File: src/rtl/port_arbiter_if.sv
// rtl/port_arbiter_if.sv - request/flit/grant bundle between input ports, arbiter and tx channel
interface port_arbiter_if #(
  parameter int N    = 5,
  parameter int SIZE = 8
);
  logic [N-1:0]      rx_req;
  logic [N-1:0]      rx_ack;
  logic [N*SIZE-1:0] rx_data;
  logic              tx_req;
  logic              tx_ack;
  logic [SIZE-1:0]   tx_data;
  logic [N-1:0]      grant;
  logic              busy;

  modport master (
    output rx_req, rx_data, tx_ack,
    input  rx_ack, tx_req, tx_data, grant, busy
  );

  modport slave (
    input  rx_req, rx_data, tx_ack,
    output rx_ack, tx_req, tx_data, grant, busy
  );
endinterface

File: src/rtl/port_arbiter.sv
// rtl/port_arbiter.sv - round-robin, packet-locked scheduler for one router output channel
module port_arbiter #(
  parameter int N            = 5,
  parameter int SIZE         = 8,
  parameter int LOCK_TIMEOUT = 0
) (
  input  logic           clk,
  input  logic           reset,
  port_arbiter_if.slave  bus
);
  localparam int PW = (N > 1) ? $clog2(N) : 1;
  localparam int CW = (LOCK_TIMEOUT > 1) ? $clog2(LOCK_TIMEOUT) : 1;
  localparam logic [PW-1:0] LAST_PORT = PW'(N - 1);
  localparam logic [CW-1:0] CNT_LAST  = CW'((LOCK_TIMEOUT > 0) ? LOCK_TIMEOUT - 1 : 0);

  typedef enum logic [1:0] {IDLE, SEND, LOCK} state_t;

  state_t          state, state_d;
  logic [PW-1:0]   ptr, ptr_d;
  logic [PW-1:0]   win, win_d;
  logic [CW-1:0]   cnt, cnt_d;
  logic [SIZE-1:0] data_q, data_d;
  logic            treq_q, treq_d;
  logic [N-1:0]    ack_q, ack_d;
  logic [N-1:0]    grant_q, grant_d;
  logic            busy_q, busy_d;
  logic [PW-1:0]   pick;
  logic            found;
  logic [PW-1:0]   win_next;

  // Scan from the highest offset down so the lowest offset from ptr is the last write and wins.
  always_comb begin
    pick  = ptr;
    found = 1'b0;
    for (int k = N - 1; k >= 0; k--) begin
      int t;
      t = int'(ptr) + k;
      if (t >= N) t = t - N;
      if (bus.rx_req[t]) begin
        pick  = PW'(t);
        found = 1'b1;
      end
    end
  end

  assign win_next = (win == LAST_PORT) ? '0 : win + 1'b1;

  always_comb begin
    state_d = state;
    ptr_d   = ptr;
    win_d   = win;
    cnt_d   = cnt;
    data_d  = data_q;
    treq_d  = treq_q;
    ack_d   = '0;
    grant_d = grant_q;
    case (state)
      IDLE: begin
        if (found) begin
          win_d       = pick;
          data_d      = bus.rx_data[int'(pick)*SIZE +: SIZE];
          treq_d      = 1'b1;
          ack_d[pick] = 1'b1;
          grant_d     = '0;
          grant_d[pick] = 1'b1;
          state_d     = SEND;
        end
      end
      SEND: begin
        if (bus.tx_ack) begin
          treq_d = 1'b0;
          if (data_q[SIZE-1]) begin
            ptr_d   = win_next;
            grant_d = '0;
            state_d = IDLE;
          end else begin
            cnt_d   = '0;
            state_d = LOCK;
          end
        end
      end
      LOCK: begin
        if (bus.rx_req[win]) begin
          data_d     = bus.rx_data[int'(win)*SIZE +: SIZE];
          treq_d     = 1'b1;
          ack_d[win] = 1'b1;
          state_d    = SEND;
        end else if (LOCK_TIMEOUT > 0) begin
          // Truncated packet: give the channel back rather than stall everyone behind it.
          if (cnt == CNT_LAST) begin
            ptr_d   = win_next;
            grant_d = '0;
            state_d = IDLE;
          end else begin
            cnt_d = cnt + 1'b1;
          end
        end
      end
      default: state_d = IDLE;
    endcase
    busy_d = (state_d != IDLE);
  end

  always_ff @(posedge clk or posedge reset) begin
    if (reset) state <= IDLE;
    else       state <= state_d;
  end

  always_ff @(posedge clk or posedge reset) begin
    if (reset) begin
      ptr     <= '0;
      win     <= '0;
      cnt     <= '0;
      data_q  <= '0;
      treq_q  <= 1'b0;
      ack_q   <= '0;
      grant_q <= '0;
      busy_q  <= 1'b0;
    end else begin
      ptr     <= ptr_d;
      win     <= win_d;
      cnt     <= cnt_d;
      data_q  <= data_d;
      treq_q  <= treq_d;
      ack_q   <= ack_d;
      grant_q <= grant_d;
      busy_q  <= busy_d;
    end
  end

  assign bus.tx_data = data_q;
  assign bus.tx_req  = treq_q;
  assign bus.rx_ack  = ack_q;
  assign bus.grant   = grant_q;
  assign bus.busy    = busy_q;
endmodule

File: src/flat_wrapper.sv
// flat-port wrapper written by rule: the top's interface ports become plain ports
module port_arbiter_flat 
#(
  parameter int N            = 5,
  parameter int SIZE         = 8,
  parameter int LOCK_TIMEOUT = 0
)
  (clk, reset, bus_rx_req, bus_rx_data, bus_tx_ack, bus_rx_ack, bus_tx_req, bus_tx_data, bus_grant, bus_busy);
  port_arbiter_if #(.N(N), .SIZE(SIZE)) bus_i ();
  input  logic clk;
  input  logic reset;
  input wire logic [$bits(bus_i.rx_req)-1:0] bus_rx_req;
  input wire logic [$bits(bus_i.rx_data)-1:0] bus_rx_data;
  input wire logic [$bits(bus_i.tx_ack)-1:0] bus_tx_ack;
  output wire logic [$bits(bus_i.rx_ack)-1:0] bus_rx_ack;
  output wire logic [$bits(bus_i.tx_req)-1:0] bus_tx_req;
  output wire logic [$bits(bus_i.tx_data)-1:0] bus_tx_data;
  output wire logic [$bits(bus_i.grant)-1:0] bus_grant;
  output wire logic [$bits(bus_i.busy)-1:0] bus_busy;
  assign bus_i.rx_req = bus_rx_req;
  assign bus_i.rx_data = bus_rx_data;
  assign bus_i.tx_ack = bus_tx_ack;
  assign bus_rx_ack = bus_i.rx_ack;
  assign bus_tx_req = bus_i.tx_req;
  assign bus_tx_data = bus_i.tx_data;
  assign bus_grant = bus_i.grant;
  assign bus_busy = bus_i.busy;
  port_arbiter #(.N(N), .SIZE(SIZE), .LOCK_TIMEOUT(LOCK_TIMEOUT)) u_core (.clk(clk), .reset(reset), .bus(bus_i));
endmodule
File: config.mk
export PLATFORM = sky130hd
export DESIGN_NAME = port_arbiter_flat
export DESIGN_NICKNAME = d
export VERILOG_FILES = /design/src/rtl/port_arbiter_if.sv /design/src/rtl/port_arbiter.sv /design/src/flat_wrapper.sv
export SDC_FILE = /design/constraint.sdc
export NUM_CORES = 1
export LEC_CHECK = 0
export CAP_MARGIN = 10
export CORE_MARGIN = 8
export CORE_UTILIZATION = 51
export CTS_CLUSTER_DIAMETER = 50
export DETAILED_ROUTE_END_ITERATION = 12
export PLACE_DENSITY = 0.82
export SLEW_MARGIN = 20
export SYNTH_ARGS = -nofsm -noshare
export SYNTH_HDL_FRONTEND = slang
export SYNTH_SLANG_ARGS = --single-unit
export TNS_END_PERCENT = 5
File: constraint.sdc
create_clock -name clk -period 4.1 [get_ports clk]
set_input_delay 0.41 -clock clk [delete_from_list [all_inputs] [get_ports clk]]
set_output_delay 0.41 -clock clk [all_outputs]
set_load 0.02 [all_outputs]
### Word level (Yosys, flattened, before mapping)

Cells that the tools add are included.

* bits in registers: 28
* logic and storage cells: 109

* add/subtract/negate cells: 10
* magnitude comparators: 14
* equality and inequality tests: 7
* shift-type cells: 2
* multiplexer cells: 56
* reductions and logical operators: 12

Operators by type and width (number)
* < comparator 32 x 5 -> 1 bit (second input constant): 5
* 2-to-1 mux 32 bit: 5
* greater-or-equal comparator 32 x 4 -> 1 bit (second input constant): 4
* subtractor 32 x 4 -> 32 bit (second input constant): 4
* indexed part select 40 x 7 -> 8 bit: 2
* 2-to-1 mux 5 bit: 5
* 2-to-1 mux 1 bit: 21
* one-hot mux 5 bit (2 select lines): 2
* binary-select mux 1 bit (select 3 bit): 6
* 2-to-1 mux 3 bit: 6
* 2-to-1 mux 8 bit: 2
* one-hot mux 8 bit (2 select lines): 1
* adder 3 x 2 -> 4 bit (second input constant): 2
* < comparator 3 x 4 -> 1 bit (second input constant): 2
* 2-to-1 mux 2 bit: 4
* AND reduction 4 bit: 2
* demux 1 bit (select 3 bit): 2
* greater-or-equal comparator 3 x 1 -> 1 bit (second input constant): 2
* inequality test 2 x 1 -> 1 bit (second input constant): 3
* one-hot mux 2 bit (3 select lines): 1
* AND reduction 3 bit: 2
* nonzero test 2 bit: 3
* adder 3 x 1 -> 4 bit (second input constant): 1
* adder 3 x 3 -> 4 bit (second input constant): 1
* 12 further kinds: 13

### Depth between registers and ports, before layout

Gate-level depths: netlist of run 1.

* word-level depth: 17
* mapped depth: 16
* gate-level depth less buffers: 13

### Least setup slack after synthesis of run 1

No wires, ideal clock.

* kind: register to register
* from: reg u_core.ptr[0]
* to: reg u_core.data_q[0], in the netlist u_core.bus.tx_data[0]
* arrival time: 3.543 ns
* path slack: 0.414 ns
* cell stages (with the launch flop): 16
* period minus slack after synthesis: 3.686 ns
* cell sequence: dfrtp_1 -> buf_6 -> buf_6 -> inv_1 -> ha_1 -> inv_1 -> fa_1 -> a21oi_2 -> mux4_2 -> and3b_1 -> a211oi_1 -> a21oi_2 -> o22ai_4 -> buf_6 -> mux2i_1 -> o221ai_1

* cells in the longest elaborated chain, start to end: 14
* elaborated cells between the ends (all ways): 49
* those cells by class: add/sub: 9; order compare: 5; eq/ne: 1; shift: 1; mux: 32; reduce/logical: 1

Ends and longest elaborated chain
* from (decl): RTL line port_arbiter.sv:19 `logic [PW-1:0] ptr, ptr_d;`
* from (signal assigned): RTL line port_arbiter.sv:120 `ptr <= ptr_d;`
* adder 3 x 3 -> 4 bit: RTL line port_arbiter.sv:37 `t = int'(ptr) + k;`
* subtractor 32 x 4 -> 32 bit or greater-or-equal comparator 32 x 4 -> 1 bit (tied branches): RTL line port_arbiter.sv:38 `if (t >= N) t = t - N;`
* 2-to-1 mux 32 bit: RTL line port_arbiter.sv:38
* binary-select mux 1 bit (select 3 bit): RTL line port_arbiter.sv:39 `if (bus.rx_req[t]) begin`
* 2-to-1 mux 1 bit (implied by the code) (2 in a row): RTL line port_arbiter.sv:39
* 2-to-1 mux 3 bit (5 in a row): RTL line port_arbiter.sv:39
* indexed part select 40 x 7 -> 8 bit: RTL line port_arbiter.sv:61 `data_d = bus.rx_data[int'(pick)*SIZE +: SIZE];`
* 2-to-1 mux 8 bit: RTL line port_arbiter.sv:59 `if (found) begin`
* one-hot mux 8 bit (2 select lines): RTL line port_arbiter.sv:57 `case (state)`
* to (signal assigned): RTL line port_arbiter.sv:123 `data_q <= data_d;`
* to (decl): RTL line port_arbiter.sv:22 `logic [SIZE-1:0] data_q, data_d;`

Several ways; a longest one is shown, not always the timed one. The select of a mux whose other input is x is not followed.
A chain may end at the register's enable or synchronous reset.

### Final worst setup path of run 1

* from: reg u_core.ptr[1]
* to: reg u_core.data_q[1], in the netlist u_core.bus.tx_data[1]

The elaborated chain is that of the path after synthesis.

==> impl_metrics.xml, run 1 <==
<?xml version="1.0" encoding="UTF-8"?>
<metrics>
  <group name="timing">
    <metric name="fin_worst_hold_slack" unit="ns">0.500</metric>
    <metric name="layout_skew" unit="ns">0.00483</metric>
    <metric name="slew_headroom" unit="%">59.0</metric>
    <metric name="final-hold-violation-count" unit="">0</metric>
    <metric name="max_slew.worst_pin.slew" unit="ns">0.615</metric>
    <metric name="post_route_setup_tns" unit="ns">0</metric>
    <metric name="slew_viol_final" unit="">0</metric>
    <metric name="unrepaired_setup_endpoints_after_global_routing" unit="">no</metric>
    <metric name="fmax" unit="GHz">0.265</metric>
    <metric name="report.final.setup_viol" unit="">0</metric>
    <metric name="period_needed" unit="ns">3.77</metric>
    <metric name="finalCritPeriodShare" unit="%">91.9</metric>
  </group>
  <group name="final_layout">
    <metric name="fill_cell_instance_count_of_the_final_layout" unit="">461</metric>
    <metric name="nets_final" unit="">443</metric>
    <metric name="stdcell_area" unit="mm²">0.00363</metric>
    <metric name="insertedDiodeCount" unit="">0</metric>
    <metric name="reg_area" unit="µm²">701</metric>
    <metric name="number_of_cells_in_the_finished_layout_apart_from_fillers" unit="">452</metric>
    <metric name="drive_gt1_share" unit="%">10.5</metric>
    <metric name="multi_input_comb_area" unit="mm²">0.00196</metric>
    <metric name="area.growth.synth_to_final" unit="%">28.0</metric>
  </group>
  <group name="detailed_routing">
    <metric name="detail_route.wl_per_cell" unit="µm">18.7</metric>
    <metric name="totalWireLength" unit="µm">8450</metric>
    <metric name="postRouteAntennaNets" unit="">0</metric>
    <metric name="first_iter_violations" unit="">236</metric>
    <metric name="dr.pass1.iters" unit="">5</metric>
    <metric name="viasPerCell" unit="">6.26</metric>
    <metric name="drc_errors" unit="">0</metric>
    <metric name="total_vias_in_the_final_route" unit="">2829</metric>
  </group>
  <group name="floorplan">
    <metric name="dieArea" unit="mm²">0.00820</metric>
    <metric name="die_width" unit="µm">90.6</metric>
    <metric name="design.core.area" unit="mm²">0.00544</metric>
    <metric name="std_cell_rows" unit="">27</metric>
    <metric name="io-pin-count" unit="">68</metric>
    <metric name="die-height" unit="µm">90.6</metric>
    <metric name="effective_utilization_at_floorplan" unit="%">52.2</metric>
  </group>
  <group name="critical_path">
    <metric name="r2r_end" unit="">u_core.bus.tx_data[1]</metric>
    <metric name="timing.reg2reg.worst_path_depth" unit="">11</metric>
    <metric name="timing.critical_path.cells" unit="">inv_1 -&gt; ha_1 -&gt; ha_1 -&gt; and2_1 -&gt; xnor2_1 -&gt; mux4_2 -&gt; mux2i_1 -&gt; a221oi_2 -&gt; nor3_1 -&gt; or3_1 -&gt; o221ai_1</metric>
    <metric name="max_stage_delay" unit="ns">0.57</metric>
    <metric name="setup.worst_path.end" unit="">u_core.bus.tx_data[1]</metric>
    <metric name="launch_point_of_the_worst_reg_to_reg_path" unit="">u_core.ptr[1]</metric>
    <metric name="path_common_cell" unit="">ha_1</metric>
    <metric name="critPathLaunchType" unit="">flip-flop</metric>
    <metric name="cp_max_stage_cell" unit="">mux4_2</metric>
    <metric name="cp.buffers_inverters" unit="">1</metric>
    <metric name="path_max_fanout" unit="">8</metric>
    <metric name="end_kind" unit="">flip-flop</metric>
    <metric name="cp_data_required_time" unit="ns">4.30</metric>
    <metric name="setup.worst_path.start" unit="">u_core.ptr[1]</metric>
    <metric name="criticalPathCategory" unit="">reg2reg</metric>
    <metric name="reg2reg_slack" unit="ns">0.33</metric>
    <metric name="cp_data_arrival_time" unit="ns">3.96</metric>
    <metric name="cp_top_family" unit="">simple AND/OR/NAND/NOR gates</metric>
    <metric name="timing.critical_path.depth" unit="">11</metric>
  </group>
  <group name="yosys">
    <metric name="synth_area_leader_cell" unit="">dfrtp_1</metric>
    <metric name="synth_top_flop_cell" unit="">dfrtp_1</metric>
    <metric name="async_reset_ff_share" unit="%">100</metric>
    <metric name="yosys_warnings" unit="">0</metric>
    <metric name="syn_avg_cell_area" unit="µm²">8.86</metric>
    <metric name="synth.top_cells.by_area" unit="">dfrtp_1 (25%), mux2i_1 (8.8%), ha_1 (5.7%)</metric>
    <metric name="synth_largest_type_area_fraction" unit="%">24.7</metric>
    <metric name="synth.lib_cells_used.distinct" unit="">67</metric>
    <metric name="synth_seq_cells" unit="">28</metric>
    <metric name="synth-seq-area-share" unit="%">24.7</metric>
    <metric name="synth.net_count" unit="">382</metric>
    <metric name="synthesis.area" unit="mm²">0.00284</metric>
    <metric name="synthesis.instances" unit="">320</metric>
    <metric name="number_of_enable_type_register_cells_in_the_synthesized_netlist" unit="">0</metric>
  </group>
  <group name="worst_hold_path">
    <metric name="holdCritPathClass" unit="">reg2reg</metric>
    <metric name="min_path_cells" unit="">2</metric>
  </group>
  <group name="clock_tree">
    <metric name="tritoncts_clock_tree" unit="">done</metric>
    <metric name="cts-buffers-inserted" unit="">3</metric>
    <metric name="holdBufCountCts" unit="">0</metric>
    <metric name="htree_levels" unit="">1</metric>
    <metric name="cts_max_path_buffers" unit="">2</metric>
    <metric name="worst_setup_hold_path_clk_slew" unit="ns">0.10</metric>
    <metric name="ctsResizeCount" unit="">0</metric>
    <metric name="cts.sinks" unit="">28</metric>
    <metric name="cts-root-buf" unit="">clkbuf_8</metric>
    <metric name="post-cts-setup-buffers" unit="">0</metric>
    <metric name="source_to_sink_clock_delay_at_the_later_pin_of_the_worst_skew_pair" unit="ns">0.28</metric>
  </group>
  <group name="run">
    <metric name="drv_cap" unit="">0</metric>
  </group>
  <group name="grt">
    <metric name="sum_of_overflow_across_all_layers_after_global_routing" unit="">0</metric>
    <metric name="grt_start_max_net_pins" unit="">37</metric>
    <metric name="grt_pass1_wl" unit="µm">14300</metric>
    <metric name="grt_use_total" unit="%">20.3</metric>
    <metric name="grt_antenna_before_repair" unit="">0</metric>
    <metric name="first_global_vias" unit="">2838</metric>
  </group>
  <group name="status">
    <metric name="run_status" unit="">finished, final reports clean</metric>
  </group>
  <group name="place">
    <metric name="placement.cell_area" unit="mm²">0.00356</metric>
    <metric name="dp.final_hpwl" unit="µm">6650</metric>
    <metric name="portBuffers" unit="">67</metric>
    <metric name="dp.cells" unit="">448</metric>
    <metric name="weighted_congestion_reported_at_the_end_of_routability_driven_placement" unit="">0.927</metric>
  </group>
</metrics>
## cell usage in the layout (no fill, tap or decap), drive strengths merged, types with 5 or more instances in the layout
cell,count
o221ai,8
and3b,5
a21oi,17
nor3,6
nand2,25
nor2,16
inv,15
mux2i,25
clkdlybuf4s50,67
nor2b,6
or2,6
a41oi,8
dfrtp,28
ha,13
o211ai,7
nand2b,11
o32ai,5
buf,9
nand3,7
and2,13
o21ai,17
## stage by stage
step,setup WS [ns],utilization [%]
after floorplan,0.414,-
final,0.332,66.7
after CTS,0.305,66.7
after global placement,0.407,65.4
after detailed placement,0.313,65.4
after global routing,0.0256,66.7
## layer usage
layer | wire length (µm) | global-route usage, %
met1 | 3820 | 27.1
met2 | 3910 | 32.9
met3 | 527 | 3.41
met4 | 194 | 5.27
met5 | 0 | 0
## worst min-delay path by stage
stage,start,to
2_1_floorplan,reset,u_core.bus.busy
3_3_place_gp,u_core.bus.grant[2],u_core.bus.grant[2]
4_1_cts,u_core.bus.grant[1],u_core.bus.grant[1]
5_1_grt,u_core.bus.grant[1],u_core.bus.grant[1]
6_report,u_core.bus.grant[2],u_core.bus.grant[2]
3_5_place_dp,u_core.bus.grant[3],u_core.bus.grant[3]
## registers in the layout (all words and copies together) (netlist names)
name,flops
u_core.bus.tx_req,1
u_core.state,2
u_core.win,3
u_core.bus.grant,5
u_core.bus.tx_data,8
u_core.bus.rx_ack,5
u_core.ptr,3
u_core.bus.busy,1
## tightest hold or removal path, delay by kind of cell (launching register included)
family | cells | cell delay (ns)
DFF | 1 | 0.36
and+or+nand+nor | 1 | 0.05
AOI/OAI and AO/OA | 1 | 0.06
## cells in the mapped netlist (all sizes together) (4+ instances only)
cell type	count
a41oi	8
or2	6
mux2	4
nor2	16
clkbuf	12
ha	13
nand2b	11
nor2b	6
and2	13
a21oi	17
buf	8
dfrtp	28
o211ai	7
o32ai	5
o221ai	8
inv	15
and3b	5
o21ai	17
o31ai	4
nand2	25
nand3	7
mux4	4
mux2i	25
nor3	6
## kinds of logic (layout without fill, tap and decap cells)
logic type | count (synthesis) | after routing | share of synthesized area [%]
buf+inv | 35 | 95 | 6.18
xor+xnor | 4 | 4 | 1.24
flops | 28 | 28 | 24.7
fa+ha+maj | 14 | 14 | 6.44
mux | 33 | 33 | 13.7
compound gates | 98 | 98 | 27.0
simple gates | 108 | 108 | 20.7
## layout make-up
| cell class | instances | share of cell area, % |
|---|---|---|
| tap | 72 | 2.48 |
| timing repair buffer | 76 | 20.7 |
| clock inverter | 1 | 0.827 |
| sequential | 28 | 19.3 |
| inverter | 15 | 1.55 |
| multi-input combinational | 257 | 54.0 |
| clock buffer | 3 | 1.14 |
Power of run 1 is left out: the tool's default activity adds up to more than one toggle a clock period on the data nets, which glitch-free logic cannot reach.
==> run 2, diff against run 1 <==
--- a/config.mk
+++ b/config.mk
@@ -7,10 +7,11 @@
 export LEC_CHECK = 0
 export CAP_MARGIN = 10
 export CORE_MARGIN = 8
-export CORE_UTILIZATION = 51
+export CORE_UTILIZATION = 52
+export CTS_BUF_LIST = sky130_fd_sc_hd__clkbuf_8
 export CTS_CLUSTER_DIAMETER = 50
 export DETAILED_ROUTE_END_ITERATION = 12
-export PLACE_DENSITY = 0.82
+export PLACE_DENSITY = 0.83
 export SLEW_MARGIN = 20
 export SYNTH_ARGS = -nofsm -noshare
 export SYNTH_HDL_FRONTEND = slang
==> run 2 against run 1 <==
  * Sequential cell count stayed put
  * Cell count grew 0.88%
  * Core utilization rose by 1.1 points
  * Register-to-register slack is essentially flat
  * Sequential share of layout area fell by 0.086 points
  * Critical path depth unchanged
  * Routed wire length rose by 2.8%
  * Worst setup slack worse by 0.0011 ns
  * Critical path type unchanged
  * Critical endpoint is now u_core.bus.tx_data[4]
==> impl_metrics.xml, run 2 (synthesis gave the netlist of run 1 again) <==
<?xml version="1.0" encoding="UTF-8"?>
<metrics>
  <group name="grt">
    <metric name="grt_start_max_net_pins" unit="">37</metric>
    <metric name="sum_of_overflow_across_all_layers_after_global_routing" unit="">0</metric>
    <metric name="grt_use_total" unit="%">20.5</metric>
    <metric name="grt_pass1_wl" unit="µm">14200</metric>
    <metric name="first_global_vias" unit="">2934</metric>
    <metric name="grt_antenna_before_repair" unit="">0</metric>
  </group>
  <group name="critical_path">
    <metric name="criticalPathCategory" unit="">reg2reg</metric>
    <metric name="reg2reg_slack" unit="ns">0.33</metric>
    <metric name="path_max_fanout" unit="">8</metric>
    <metric name="launch_point_of_the_worst_reg_to_reg_path" unit="">u_core.ptr[1]</metric>
    <metric name="cp_data_required_time" unit="ns">4.29</metric>
    <metric name="cp_data_arrival_time" unit="ns">3.96</metric>
    <metric name="cp_max_stage_cell" unit="">dfrtp_1</metric>
    <metric name="r2r_end" unit="">u_core.bus.tx_data[4]</metric>
    <metric name="critPathLaunchType" unit="">flip-flop</metric>
    <metric name="end_kind" unit="">flip-flop</metric>
    <metric name="max_stage_delay" unit="ns">0.52</metric>
    <metric name="cp.buffers_inverters" unit="">1</metric>
    <metric name="cp_top_family" unit="">compound AO/OA/AOI/OAI gates</metric>
    <metric name="timing.reg2reg.worst_path_depth" unit="">11</metric>
    <metric name="path_common_cell" unit="">ha_1</metric>
    <metric name="timing.critical_path.cells" unit="">inv_1 -&gt; ha_1 -&gt; ha_1 -&gt; a21boi_4 -&gt; mux2i_1 -&gt; a221o_1 -&gt; o22a_1 -&gt; a221oi_2 -&gt; nor3_1 -&gt; or3_1 -&gt; o221ai_1</metric>
  </group>
  <group name="floorplan">
    <metric name="die-height" unit="µm">89.9</metric>
    <metric name="effective_utilization_at_floorplan" unit="%">52.8</metric>
    <metric name="die_width" unit="µm">89.9</metric>
    <metric name="io-pin-count" unit="">68</metric>
    <metric name="design.core.area" unit="mm²">0.00537</metric>
    <metric name="std_cell_rows" unit="">27</metric>
    <metric name="dieArea" unit="mm²">0.00807</metric>
  </group>
  <group name="detailed_routing">
    <metric name="dr.pass1.iters" unit="">4</metric>
    <metric name="detailroute.wirelength.met2" unit="µm">4300</metric>
    <metric name="total_vias_in_the_final_route" unit="">2848</metric>
    <metric name="viasPerCell" unit="">6.25</metric>
    <metric name="drc_errors" unit="">0</metric>
    <metric name="detail_route.wl_per_cell" unit="µm">19.1</metric>
    <metric name="postRouteAntennaNets" unit="">0</metric>
    <metric name="first_iter_violations" unit="">174</metric>
    <metric name="wl_met3" unit="µm">639</metric>
    <metric name="maxUsedRoutingLayer" unit="">met4</metric>
    <metric name="wl_met1" unit="µm">3600</metric>
    <metric name="totalWireLength" unit="µm">8690</metric>
  </group>
  <group name="clock_tree">
    <metric name="cts.sinks" unit="">28</metric>
    <metric name="cts-buffers-inserted" unit="">3</metric>
    <metric name="tritoncts_clock_tree" unit="">done</metric>
    <metric name="htree_levels" unit="">1</metric>
    <metric name="worst_setup_hold_path_clk_slew" unit="ns">0.09</metric>
    <metric name="cts-root-buf" unit="">clkbuf_8</metric>
    <metric name="source_to_sink_clock_delay_at_the_later_pin_of_the_worst_skew_pair" unit="ns">0.28</metric>
    <metric name="post-cts-setup-buffers" unit="">0</metric>
    <metric name="cts_max_path_buffers" unit="">2</metric>
  </group>
  <group name="timing">
    <metric name="layout_skew" unit="ns">0.00460</metric>
    <metric name="unrepaired_setup_endpoints_after_global_routing" unit="">no</metric>
    <metric name="period_needed" unit="ns">3.77</metric>
    <metric name="slew_viol_final" unit="">0</metric>
    <metric name="final-hold-violation-count" unit="">0</metric>
    <metric name="fin_worst_hold_slack" unit="ns">0.499</metric>
    <metric name="max_slew.worst_pin.slew" unit="ns">0.661</metric>
    <metric name="post_route_setup_tns" unit="ns">0</metric>
    <metric name="report.final.setup_viol" unit="">0</metric>
    <metric name="finalCritPeriodShare" unit="%">91.9</metric>
    <metric name="fmax" unit="GHz">0.265</metric>
    <metric name="slew_headroom" unit="%">55.9</metric>
  </group>
  <group name="place">
    <metric name="placement.cell_area" unit="mm²">0.00358</metric>
    <metric name="portBuffers" unit="">67</metric>
    <metric name="dp.final_hpwl" unit="µm">6910</metric>
    <metric name="weighted_congestion_reported_at_the_end_of_routability_driven_placement" unit="">0.876</metric>
  </group>
  <group name="run">
    <metric name="drv_cap" unit="">0</metric>
  </group>
  <group name="final_layout">
    <metric name="insertedDiodeCount" unit="">0</metric>
    <metric name="final_core_utilization" unit="%">67.9</metric>
    <metric name="area.growth.synth_to_final" unit="%">28.5</metric>
    <metric name="drive_gt1_share" unit="%">12.0</metric>
    <metric name="layout.cells.most_common" unit="">clkdlybuf4s50_1</metric>
    <metric name="stdcell_area" unit="mm²">0.00365</metric>
    <metric name="nets_final" unit="">447</metric>
    <metric name="largest_register_ff_count" unit="">8</metric>
    <metric name="fill_cell_instance_count_of_the_final_layout" unit="">452</metric>
    <metric name="mostFrequentLayoutCells" unit="">clkdlybuf4s50_1 (67), dfrtp_1 (28), mux2i_1 (25), nand2_1 (25), o21ai_0 (17)</metric>
  </group>
  <group name="worst_hold_path">
    <metric name="min_path_cells" unit="">2</metric>
    <metric name="min-delay-start" unit="">u_core.bus.grant[0]</metric>
    <metric name="holdCritPathClass" unit="">reg2reg</metric>
    <metric name="hold-path-endpoint" unit="">u_core.bus.grant[0]</metric>
  </group>
  <group name="status">
    <metric name="run_status" unit="">finished, final reports clean</metric>
  </group>
</metrics>
-- run 2: cell type report --
cell class | instances | area (µm²) | share of cell area (%)
tap | 72 | 90.1 | 2.47
inverter | 15 | 56.3 | 1.54
sequential | 28 | 701 | 19.2
timing repair buffer | 80 | 768 | 21.1
clock buffer | 4 | 55.1 | 1.51
multi-input combinational | 257 | 1980 | 54.2
-- run 2: what timing repair did --
action / CTS / global route
setup endpoints to repair: 0 / 8
hold buffers: 0 / 0
resized for setup: 0 / 3
-- run 2: tightest hold or removal path, stage by stage, from the launching register on --
cell     delay (ns)
dfrtp_1        0.36
nand2_1        0.05
o21ai_0        0.06
-- run 2: worst max path at each step --
stage / end / cells past startpoint / start / slack, ns
global route: u_core.bus.tx_data[0] / 12 / u_core.ptr[1] / 0.06
finish: u_core.bus.tx_data[4] / 11 / u_core.ptr[1] / 0.33
CTS: u_core.bus.tx_data[5] / 11 / u_core.ptr[1] / 0.24
floorplan: u_core.bus.tx_data[0] / 15 / u_core.ptr[0] / 0.41
global placement: u_core.bus.tx_data[1] / 12 / u_core.ptr[1] / 0.47
detailed placement: u_core.bus.tx_data[1] / 11 / u_core.ptr[1] / 0.28
-- run 2: metrics by stage --
stage          setup WS, ns  instances
4_1_cts               0.243        456
5_1_grt              0.0626        456
3_3_place_gp          0.474        452
2_1_floorplan         0.414        320
3_5_place_dp          0.276        452
6_report              0.331        456
-- run 2: metal layers --
metal	vias to the layer above	track usage, %
met3	19	4.49
met5	-	0
li1	1333	-
met2	126	35.8
met4	0	5.69
met1	1370	24.8
Power of run 2 is left out for the same reason.
==> run 3, diff against run 2 <==
--- a/config.mk
+++ b/config.mk
@@ -12,6 +12,7 @@
 export CTS_CLUSTER_DIAMETER = 50
 export DETAILED_ROUTE_END_ITERATION = 12
 export PLACE_DENSITY = 0.83
+export RECOVER_POWER = 100
 export SLEW_MARGIN = 20
 export SYNTH_ARGS = -nofsm -noshare
 export SYNTH_HDL_FRONTEND = slang
==> run 3 against run 2 <==
  * First-iteration DRC count is 2.9% higher
  * Clock skew is 0.0010 ns lower
  * Via count is 0.11% higher
  * Sequential cell count stayed put
  * Die area stayed put
  * Critical path depth stayed put
  * Non-clock buffer count stayed put
  * Final area stayed put
  * Cell count stayed put
  * Routed wire length is 0.48% lower
  * Fmax hardly changed
  * Critical path type unchanged
  * Critical endpoint unchanged
  * Highest routed layer unchanged
==> impl_metrics.xml, run 3 (synthesis gave the netlist of run 1 again) <==
<?xml version="1.0" encoding="UTF-8"?>
<metrics>
  <group name="status">
    <metric name="run_status" unit="">finished, final reports clean</metric>
  </group>
  <group name="timing">
    <metric name="period_needed" unit="ns">3.77</metric>
    <metric name="max_slew.worst_pin.slew" unit="ns">1.07</metric>
    <metric name="slew_viol_final" unit="">0</metric>
    <metric name="unrepaired_setup_endpoints_after_global_routing" unit="">no</metric>
    <metric name="post_route_setup_tns" unit="ns">0</metric>
    <metric name="report.final.setup_viol" unit="">0</metric>
    <metric name="fmax" unit="GHz">0.265</metric>
    <metric name="layout_skew" unit="ns">0.00355</metric>
    <metric name="finalCritPeriodShare" unit="%">92.0</metric>
    <metric name="fin_worst_hold_slack" unit="ns">0.495</metric>
    <metric name="final_critical_path_setup_slack" unit="ns">0.328</metric>
    <metric name="slew_headroom" unit="%">28.5</metric>
    <metric name="final-hold-violation-count" unit="">0</metric>
  </group>
  <group name="critical_path">
    <metric name="cp_data_required_time" unit="ns">4.30</metric>
    <metric name="critPathLaunchType" unit="">flip-flop</metric>
    <metric name="criticalPathCategory" unit="">reg2reg</metric>
    <metric name="end_kind" unit="">flip-flop</metric>
    <metric name="r2r_end" unit="">u_core.bus.tx_data[4]</metric>
    <metric name="max_stage_delay" unit="ns">0.52</metric>
    <metric name="setup.worst_path.start" unit="">u_core.ptr[1]</metric>
    <metric name="launch_point_of_the_worst_reg_to_reg_path" unit="">u_core.ptr[1]</metric>
    <metric name="timing.reg2reg.worst_path_depth" unit="">11</metric>
    <metric name="cp_max_stage_cell" unit="">dfrtp_1</metric>
    <metric name="timing.critical_path.cells" unit="">inv_1 -&gt; ha_1 -&gt; ha_1 -&gt; a21boi_4 -&gt; mux2i_1 -&gt; a221o_1 -&gt; o22a_1 -&gt; a221oi_2 -&gt; nor3_1 -&gt; or3_1 -&gt; o221ai_1</metric>
    <metric name="path_max_fanout" unit="">8</metric>
    <metric name="path_common_cell" unit="">ha_1</metric>
    <metric name="setup.worst_path.end" unit="">u_core.bus.tx_data[4]</metric>
    <metric name="cp_data_arrival_time" unit="ns">3.97</metric>
    <metric name="reg2reg_slack" unit="ns">0.33</metric>
  </group>
  <group name="clock_tree">
    <metric name="htree_levels" unit="">1</metric>
    <metric name="cts-root-buf" unit="">clkbuf_8</metric>
    <metric name="holdBufCountCts" unit="">0</metric>
    <metric name="ctsResizeCount" unit="">0</metric>
    <metric name="cts.sinks" unit="">28</metric>
    <metric name="tritoncts_clock_tree" unit="">done</metric>
    <metric name="worst_setup_hold_path_clk_slew" unit="ns">0.09</metric>
    <metric name="post-cts-setup-buffers" unit="">0</metric>
    <metric name="cts-buffers-inserted" unit="">3</metric>
    <metric name="cts_max_path_buffers" unit="">2</metric>
    <metric name="source_to_sink_clock_delay_at_the_later_pin_of_the_worst_skew_pair" unit="ns">0.28</metric>
  </group>
  <group name="final_layout">
    <metric name="area.growth.synth_to_final" unit="%">28.5</metric>
    <metric name="largest_register_ff_count" unit="">8</metric>
    <metric name="mostFrequentLayoutCells" unit="">clkdlybuf4s50_1 (45), dfrtp_1 (28), mux2i_1 (25), nand2_1 (25), dlygate4sd3_1 (22)</metric>
    <metric name="fill_cell_instance_count_of_the_final_layout" unit="">452</metric>
    <metric name="drive_gt1_share" unit="%">11.7</metric>
    <metric name="nets_final" unit="">447</metric>
    <metric name="final_core_utilization" unit="%">67.9</metric>
    <metric name="insertedDiodeCount" unit="">0</metric>
    <metric name="layout.cells.most_common" unit="">clkdlybuf4s50_1</metric>
  </group>
  <group name="place">
    <metric name="dp.final_hpwl" unit="µm">6910</metric>
    <metric name="weighted_congestion_reported_at_the_end_of_routability_driven_placement" unit="">0.876</metric>
    <metric name="detailedPlace.worstSlack" unit="ns">0.276</metric>
    <metric name="portBuffers" unit="">67</metric>
  </group>
  <group name="grt">
    <metric name="grt_start_max_net_pins" unit="">37</metric>
    <metric name="grt_pass1_wl" unit="µm">14200</metric>
    <metric name="first_global_vias" unit="">2934</metric>
    <metric name="sum_of_overflow_across_all_layers_after_global_routing" unit="">0</metric>
    <metric name="grt_antenna_before_repair" unit="">0</metric>
    <metric name="grt_use_total" unit="%">20.5</metric>
  </group>
  <group name="floorplan">
    <metric name="dieArea" unit="mm²">0.00807</metric>
    <metric name="std_cell_rows" unit="">27</metric>
    <metric name="effective_utilization_at_floorplan" unit="%">52.8</metric>
    <metric name="io-pin-count" unit="">68</metric>
    <metric name="die_width" unit="µm">89.9</metric>
    <metric name="die-height" unit="µm">89.9</metric>
    <metric name="design.core.area" unit="mm²">0.00537</metric>
  </group>
  <group name="detailed_routing">
    <metric name="drc_errors" unit="">0</metric>
    <metric name="detail_route.wl_per_cell" unit="µm">19.0</metric>
    <metric name="total_vias_in_the_final_route" unit="">2851</metric>
    <metric name="totalWireLength" unit="µm">8650</metric>
    <metric name="viasPerCell" unit="">6.25</metric>
    <metric name="dr.pass1.iters" unit="">4</metric>
    <metric name="first_iter_violations" unit="">179</metric>
    <metric name="postRouteAntennaNets" unit="">0</metric>
  </group>
  <group name="run">
    <metric name="drv_cap" unit="">0</metric>
  </group>
  <group name="worst_hold_path">
    <metric name="holdCritPathClass" unit="">reg2reg</metric>
  </group>
</metrics>
==> run 3: per-stage QoR <==
step                      cell area (µm²)  instances
after floorplan                      2840        320
after global placement               3580        452
after detailed placement             3580        452
after CTS                            3630        456
after global routing                 3650        456
final                                3650        456
==> run 3: final cells by class <==
cell class / count / area (µm²) / share of cell area [%]
Timing Repair Buffer: 80 / 768 / 21.1
Tap cell: 72 / 90.1 / 2.47
Sequential cell: 28 / 701 / 19.2
Multi-Input combinational cell: 257 / 1980 / 54.2
Inverter: 15 / 56.3 / 1.54
Clock buffer: 4 / 55.1 / 1.51
==> run 3: worst min-delay path by stage <==
stage | from | end | slack (ns) | cells after the start
3_5_place_dp | u_core.bus.grant[0] | u_core.bus.grant[0] | 0.48 | 2
3_3_place_gp | u_core.bus.grant[2] | u_core.bus.grant[2] | 0.48 | 2
6_report | u_core.bus.grant[0] | u_core.bus.grant[0] | 0.49 | 2
2_1_floorplan | reset | u_core.bus.busy | 0.48 | 1
4_1_cts | u_core.bus.grant[0] | u_core.bus.grant[0] | 0.50 | 2
5_1_grt | u_core.bus.grant[1] | u_core.bus.grant[1] | 0.55 | 2
==> run 3: worst max-delay path, delay by kind of cell, from the launching register on <==
family | cells | cell delay, ns
AOI/OAI and AO/OA | 5 | 1.53
adders and majority gates | 2 | 0.69
and+or+nand+nor | 2 | 0.60
DFF | 1 | 0.52
buffers and inverters | 1 | 0.21
muxes | 1 | 0.12
==> run 3: per-layer routing <==
layer  global-route usage, %  routed length [µm]
met1                    24.8                3560
met4                    5.69                 189
met2                    35.8                4230
met3                    4.49                 660
met5                       0                   0
Power of run 3 is left out for the same reason.
